==> src/rtl/axis_capture_readout.sv <==
// Readout sequencer for the axis_to_mem capture buffer: passes samples through while idle, then
// sweeps the frozen buffer oldest-first into one backpressured AXI-stream packet via a skid FIFO.
module axis_capture_readout #(
  parameter int MEMORY_DEPTH = 32,
  parameter int DATA_WIDTH   = 32,
  parameter int READ_LATENCY = 1,
  parameter int ADDR_WIDTH   = $clog2(MEMORY_DEPTH)
) (
  input  logic                  clk,
  input  logic                  rst,
  input  logic                  trig,
  output logic                  busy,
  output logic                  done,
  input  logic                  s_axis_tvalid,
  output logic                  s_axis_tready,
  input  logic [DATA_WIDTH-1:0] s_axis_tdata,
  input  logic                  s_axis_tlast,
  output logic                  cap_tvalid,
  output logic [DATA_WIDTH-1:0] cap_tdata,
  output logic                  cap_tlast,
  output logic [ADDR_WIDTH-1:0] mem_addr,
  input  logic [DATA_WIDTH-1:0] mem_dout,
  output logic                  m_axis_tvalid,
  input  logic                  m_axis_tready,
  output logic [DATA_WIDTH-1:0] m_axis_tdata,
  output logic                  m_axis_tlast
);
  localparam int FIFO_DEPTH = READ_LATENCY + 2;
  localparam int PTR_W      = $clog2(FIFO_DEPTH);
  localparam int CNT_W      = $clog2(FIFO_DEPTH + 1);
  localparam int SUM_W      = CNT_W + 1;
  localparam logic [ADDR_WIDTH-1:0] LAST_ADDR = ADDR_WIDTH'(MEMORY_DEPTH - 1);

  typedef enum logic [1:0] {
    ST_IDLE  = 2'd0,
    ST_READ  = 2'd1,
    ST_DRAIN = 2'd2
  } state_t;

  state_t                  state_q;
  logic [ADDR_WIDTH-1:0]   cnt_q;
  logic [ADDR_WIDTH-1:0]   last_addr_q;
  logic [READ_LATENCY-1:0] vld_sr_q;
  logic [READ_LATENCY-1:0] tag_sr_q;
  logic [DATA_WIDTH-1:0]   fifo_data_q [FIFO_DEPTH];
  logic [FIFO_DEPTH-1:0]   fifo_tag_q;
  logic [PTR_W-1:0]        wr_ptr_q;
  logic [PTR_W-1:0]        rd_ptr_q;
  logic [CNT_W-1:0]        fifo_cnt_q;
  logic [CNT_W-1:0]        fifo_cnt_d;
  logic [CNT_W-1:0]        inflight_s;
  logic [SUM_W-1:0]        credit_sum_s;
  logic                    issue_s;
  logic                    last_issue_s;
  logic                    push_s;
  logic                    pop_s;

  function automatic logic [PTR_W-1:0] ptr_inc(input logic [PTR_W-1:0] p);
    return (p == PTR_W'(FIFO_DEPTH - 1)) ? {PTR_W{1'b0}} : p + PTR_W'(1);
  endfunction

  always_comb begin
    inflight_s = {CNT_W{1'b0}};
    for (int i = 0; i < READ_LATENCY; i++) begin
      inflight_s = inflight_s + CNT_W'(vld_sr_q[i]);
    end
  end

  // Reads in flight plus buffered beats never exceed the FIFO depth, so a push always has room.
  assign credit_sum_s = SUM_W'(inflight_s) + SUM_W'(fifo_cnt_q);
  assign issue_s      = (state_q == ST_READ) && (credit_sum_s < SUM_W'(FIFO_DEPTH));
  assign last_issue_s = issue_s && (cnt_q == LAST_ADDR);
  assign push_s       = vld_sr_q[READ_LATENCY-1];
  assign pop_s        = m_axis_tvalid && m_axis_tready;

  assign mem_addr      = issue_s ? cnt_q : last_addr_q;
  assign m_axis_tvalid = (fifo_cnt_q != {CNT_W{1'b0}});
  assign m_axis_tdata  = fifo_data_q[rd_ptr_q];
  assign m_axis_tlast  = m_axis_tvalid && fifo_tag_q[rd_ptr_q];
  assign done          = pop_s && m_axis_tlast && (state_q == ST_DRAIN);
  assign busy          = (state_q != ST_IDLE);

  assign s_axis_tready = (state_q == ST_IDLE);
  assign cap_tvalid    = (state_q == ST_IDLE) && s_axis_tvalid;
  assign cap_tlast     = (state_q == ST_IDLE) && s_axis_tlast;
  assign cap_tdata     = s_axis_tdata;

  always_comb begin
    fifo_cnt_d = fifo_cnt_q;
    if (push_s && !pop_s) begin
      fifo_cnt_d = fifo_cnt_q + CNT_W'(1);
    end else if (!push_s && pop_s) begin
      fifo_cnt_d = fifo_cnt_q - CNT_W'(1);
    end else begin
      fifo_cnt_d = fifo_cnt_q;
    end
  end

  always_ff @(posedge clk) begin
    if (rst) begin
      state_q     <= ST_IDLE;
      cnt_q       <= {ADDR_WIDTH{1'b0}};
      last_addr_q <= {ADDR_WIDTH{1'b0}};
    end else begin
      case (state_q)
        ST_IDLE: begin
          if (trig) begin
            state_q <= ST_READ;
            cnt_q   <= {ADDR_WIDTH{1'b0}};
          end
        end
        ST_READ: begin
          if (issue_s) begin
            cnt_q       <= cnt_q + ADDR_WIDTH'(1);
            last_addr_q <= cnt_q;
            if (last_issue_s) begin
              state_q <= ST_DRAIN;
            end
          end
        end
        ST_DRAIN: begin
          if (done) begin
            state_q <= ST_IDLE;
          end
        end
        default: state_q <= ST_IDLE;
      endcase
    end
  end

  // The tag rides alongside each read so the last entry is marked when its data returns.
  always_ff @(posedge clk) begin
    if (rst) begin
      vld_sr_q   <= {READ_LATENCY{1'b0}};
      tag_sr_q   <= {READ_LATENCY{1'b0}};
      wr_ptr_q   <= {PTR_W{1'b0}};
      rd_ptr_q   <= {PTR_W{1'b0}};
      fifo_cnt_q <= {CNT_W{1'b0}};
      fifo_tag_q <= {FIFO_DEPTH{1'b0}};
      for (int i = 0; i < FIFO_DEPTH; i++) begin
        fifo_data_q[i] <= {DATA_WIDTH{1'b0}};
      end
    end else begin
      vld_sr_q[0] <= issue_s;
      tag_sr_q[0] <= last_issue_s;
      for (int i = 1; i < READ_LATENCY; i++) begin
        vld_sr_q[i] <= vld_sr_q[i-1];
        tag_sr_q[i] <= tag_sr_q[i-1];
      end
      if (push_s) begin
        fifo_data_q[wr_ptr_q] <= mem_dout;
        fifo_tag_q[wr_ptr_q]  <= tag_sr_q[READ_LATENCY-1];
        wr_ptr_q              <= ptr_inc(wr_ptr_q);
      end
      if (pop_s) begin
        rd_ptr_q <= ptr_inc(rd_ptr_q);
      end
      fifo_cnt_q <= fifo_cnt_d;
    end
  end

  overflow_a: assert property (@(posedge clk) disable iff (rst)
    !(push_s && !pop_s && (fifo_cnt_q == CNT_W'(FIFO_DEPTH))));

endmodule

==> config.mk <==
export PLATFORM = sky130hd
export DESIGN_NAME = axis_capture_readout
export DESIGN_NICKNAME = d
export VERILOG_FILES = /design/src/rtl/axis_capture_readout.sv
export SDC_FILE = /design/constraint.sdc
export NUM_CORES = 1
export LEC_CHECK = 0
export ABC_AREA = 1
export BUFFER_PORTS_ARGS = -buffer_cell sky130_fd_sc_hd__buf_2
export CAP_MARGIN = 20
export CORE_ASPECT_RATIO = 1.75
export CORE_UTILIZATION = 55
export CTS_CLUSTER_DIAMETER = 50
export CTS_CLUSTER_SIZE = 30
export DETAILED_ROUTE_END_ITERATION = 6
export GPL_ROUTABILITY_DRIVEN = 0
export GPL_TIMING_DRIVEN = 1
export PLACE_DENSITY = 0.87
export SLEW_MARGIN = 20
export SYNTH_ARGS = -nofsm -noshare
export SYNTH_HDL_FRONTEND = slang
export SYNTH_SLANG_ARGS = --single-unit
==> constraint.sdc <==
create_clock -name clk -period 6.45 [get_ports clk]
set_input_delay 0.9675 -clock clk [delete_from_list [all_inputs] [get_ports clk]]
set_output_delay 0.9675 -clock clk [all_outputs]
set_load 0.005 [all_outputs]
# Word level (Yosys, flattened, before mapping)

Memories as Yosys holds them, arrays and structs flattened. A register that Yosys moved wholly into a read port is not among the register bits.
Cells that the tools add are included.

Register bits after elaboration: 23
RAM bits: 96
Bits of input ports: 70
Word-level logic and storage cells: 78
Memories kept: 1

Memories:

| memory      | words | bits a word | rd ports | clocked after memory_dff | write ports | line | text |
|---|---|---|---|---|---|---|---|
| fifo_data_q | 3     | 32          | 1        | 1                        | 3           | 45   | `logic [DATA_WIDTH-1:0] fifo_data_q [FIFO_DEPTH];` |

$add $sub $neg: 6
Magnitude comparators: 4
Eq/ne operators: 9
Muxes and demuxes: 28
Reduce and logical (&&, ||, !) cells: 21

Operators with widths:

| operator              | number |
|---|---|
| $mux W32              | 1 |
| $reduce_or A32 Y1     | 1 |
| $mux W2               | 11 |
| $mux W5               | 3 |
| $logic_and A1 B1 Y1   | 11 |
| $pmux W5 S2           | 1 |
| $mux W1               | 8 |
| $ne A2 B2 Y1 const B  | 4 |
| $reduce_bool A2 Y1    | 4 |
| $add A2 B1 Y2 const B | 3 |
| $eq A2 B2 Y1 const B  | 3 |
| $lt A2 B3 Y1 const B  | 2 |
| $pmux W2 S3           | 1 |
| $add A5 B1 Y5 const B | 1 |
| $eq A5 B5 Y1 const B  | 1 |
| $reduce_and A4 Y1     | 1 |
| $add A1 B2 Y3         | 1 |
| $bwmux W3             | 1 |
| $lt A3 B2 Y1 const B  | 1 |
| $reduce_and A3 Y1     | 1 |
| $bmux W1 S2           | 1 |
| $demux W1 S2          | 1 |
| $eq A2 B1 Y1 const B  | 1 |
| $ge A2 B1 Y1 const B  | 1 |
| 3 further kinds       | 4 |

# Depth between registers and ports, before layout

Depth in word-level cells: 7
Mapped depth: 9

# Worst setup path before layout

No wires, ideal clock.

Path type: input -> register
Start: input rst
End: memory fifo_data_q[3][0], enable pin
Data arrival time: 2.486 ns
Data required time: 6.029 ns
Path slack: 3.543 ns
Cell stages on the path: 3
Cell sequence: inv_2 > nand2_1 > nor2_1

RTL lines:

| what            | line | text |
|---|---|---|
| start, declared | 10   | `input logic rst,` |
| end, declared   | 45   |  |

==> results by group <==
Synth
  – Synth Instances: 631
  – Synthesis-stage register bit count: 153
  – Avg Cell Area, Syn: 10.6 µm²
  – Synthesized Nets: 706
  – Mapped cell area: 6660 µm²
  – Synth unique cells: 29
  – Synth warnings: 0
  – Seq/Total Area, Yosys: 0.652

Timing
  – RSZ-0062 raised after global routing: no
  – Slew margin rel.: 0.333
  – Setup_tns: 0 ps
  – Setup violators final: 0
  – Final Hold Viols: 0
  – Post-route minimum period: 3470 ps
  – Peak Freq: 0.288 GHz
  – Fin crit share: 0.538
  – Worst hold slack: 488 ps
  – Clock skew: 5.61 ps
  – Worst-Margin Slew: 998 ps
  – Setup WS post-layout: 2980 ps
  – Fin. max-slew vios: 0

Route
  – WL per Instance: 18.1 µm
  – Drt drc: 0
  – Routed Antenna Nets: 0
  – Drt pass-1 iters: 5
  – Routed WL: 14.9 mm
  – Total number of vias: 4691
  – 1st-iter DRT viols: 307
  – Vias per inst: 5.73

Setup path
  – Cell depth of the worst setup path: 5
  – Nature of the critical path endpoint: output port
  – R2R depth: 2
  – Data arrival, critical path: 2500 ps
  – CP top delay family: buffers and inverters
  – Worst Path Class, Setup: reg2out
  – Startpoint Class: flop
  – Slowest CP cell: inv_2
  – Crit-path max cell delay: 790 ps
  – Worst Path Max Fanout: 65
  – WP buf/inv: 3
  – Cell chain of the critical path: buf_4 > inv_2 > o21ai_0 > o22ai_1 > buf_2
  – Worst EP required: 5480 ps

GRT
  – Initial antenna violation count: 0
  – Aggregate global-route resource usage: 0.246
  – First-pass GRT wire length: 23.1 mm
  – Largest net degree at the start of global routing: 66
  – Vias in the first global route: 4730
  – Total grt overflow: 0

Hold path
  – WHS Path Cells: 2
  – Hold/Removal Path Class: reg2reg

Final layout
  – Diode count: 0
  – Nets: 746
  – Share of cells above drive strength 1: 0.205
  – Util after Layout: 0.645
  – Final Instance Area: 7550 µm²
  – Non-Filler Instances: 819
  – Area grow syn2layout: 13.4%
  – # fillers: 851

Clock network
  – TritonCTS clock tree: yes
  – H-tree lvl count: 4
  – CTS max path bufs: 2
  – Hold-fix buffers at CTS: 0
  – Later-pin clock latency in the skew report: 420 ps
  – Setup fix buffers added after clock tree synthesis: 0
  – Num CTS Buffers: 17
  – Cts repair resizes: 0
  – TritonCTS Sinks: 153
  – Clock transition at path regs: 60 ps
  – CTS root buf: clkbuf_16

Die
  – Initial core utilization: 0.569
  – Die X: 85.2 µm
  – Core area: 11700 µm²
  – Overall die area: 12600 µm²
  – Num ports: 146
  – Die height: 148 µm
  – Site Rows: 52

Outcome
  – Status: finished clean

Job
  – Max cap viols: 0

Placement
  – Placed Area: 6870 µm²
  – Worst slack, placed: 2750 ps
  – Port Buf Inserts: 81
  – Post-DP HPWL: 9.07 mm
  – Placed insts: 785

Power and ir drop
  – Leak Pwr: 3.20 nW
  – Worst VDD drop: 0.214 mV
  – Power Dens Cells: 340 nW/µm²
  – Total power: 2.57 mW
layout by cell type (no fill, tap or decap), types with 3 or more instances in the layout:
master,synthesis,final
nand4_2,3,3
inv_1,58,58
buf_2,18,81
inv_2,3,3
dfxtp_1,25,24
o21ai_1,3,3
nand3_1,10,10
o22ai_1,32,32
ha_1,5,5
o21ai_2,5,5
bufinv_16,0,5
edfxtp_1,128,128
clkbuf_16,0,17
nand2_1,24,21
a21oi_1,8,8
nand2_2,3,6
nor2_1,178,177
o21ai_0,69,69
routing by layer:
| layer | routed length, µm | track usage |
|---|---|---|
| met5 | 0 | 0 |
| met4 | 771 | 0.174 |
| met3 | 1020 | 0.0715 |
| met2 | 8040 | 0.435 |
| met1 | 5020 | 0.243 |
Yosys cell counts:
cell type	n	area share
nand2_4	2	0.0034
o21ai_2	5	0.0066
nand4_2	3	0.0056
nand3_4	1	0.0026
buf_12	1	0.0030
clkbuf_1	12	0.0068
ha_1	5	0.0094
buf_4	33	0.037
o22ai_1	32	0.030
or2_1	1	0.00094
nand3_1	10	0.0075
o21a_1	1	0.0011
nor2_1	178	0.10
inv_2	3	0.0017
a21oi_2	2	0.0026
o21ai_1	3	0.0023
nor2_4	1	0.0017
buf_2	18	0.014
clkinv_4	1	0.0013
o31ai_1	1	0.0011
edfxtp_1	128	0.58
nor3_1	2	0.0015
nand2_1	24	0.014
inv_1	58	0.033
o21ai_0	69	0.052
a21oi_1	8	0.0060
or2_2	1	0.00094
dfxtp_1	25	0.075
nand2_2	3	0.0028
path summary, 6_finish.rpt:
check	slack, ps	end	from
min	490	last_addr_q[3]$_SDFFE_PP0P_	last_addr_q[3]$_SDFFE_PP0P_
max	2980	m_axis_tdata[2]	flop
max reg2reg	3700	fifo_data_q[0][27]$_SDFFCE_PN0P_	push_s$_SDFF_PP0_
min reg2reg	490	last_addr_q[3]$_SDFFE_PP0P_	last_addr_q[3]$_SDFFE_PP0P_
worst reg2reg max path, cell delays in order (launching register included):
cell and delay, ps:
dfxtp_1 520, nand4_2 810, nand2_2 1030
state kept, by name (all words and copies together), names as in the netlist, named ones only:
register and count:
cnt_q 5, fifo_cnt_q 2, fifo_data_q 128, fifo_tag_q 3, last_addr_q 5, push_s 1, rd_ptr_q 2, state_q 2
tag_sr_q 1, wr_ptr_q 2
area by class of cell:
class	instances	area, µm²	share of cell area
Clock inverter	13	200	0.0265
Inverter	62	238	0.0315
Multi-Input combinational cell	352	1690	0.224
Tap cell	135	169	0.0224
Clock buffer	19	433	0.0573
Sequential cell	153	4350	0.575
Timing Repair Buffer	85	475	0.0629
power breakdown:
| group | internal [mW] | switching [mW] |
|---|---|---|
| sequential | 1.11 | 0.0194 |
| combinational | 0.132 | 0.236 |
| clock | 0.683 | 0.382 |
kinds of logic (layout without fill, tap and decap cells):
kind of cell,count (synthesis),in the layout,share of synthesized area
AO/OA/AOI/OAI,121,121,0.102
flip-flops,153,153,0.652
buffers and inverters,126,179,0.0962
adder cells (fa/ha/maj),5,5,0.00939
AND/OR/NAND/NOR,226,226,0.141
Note: power is estimated with default switching activity, not from simulation.
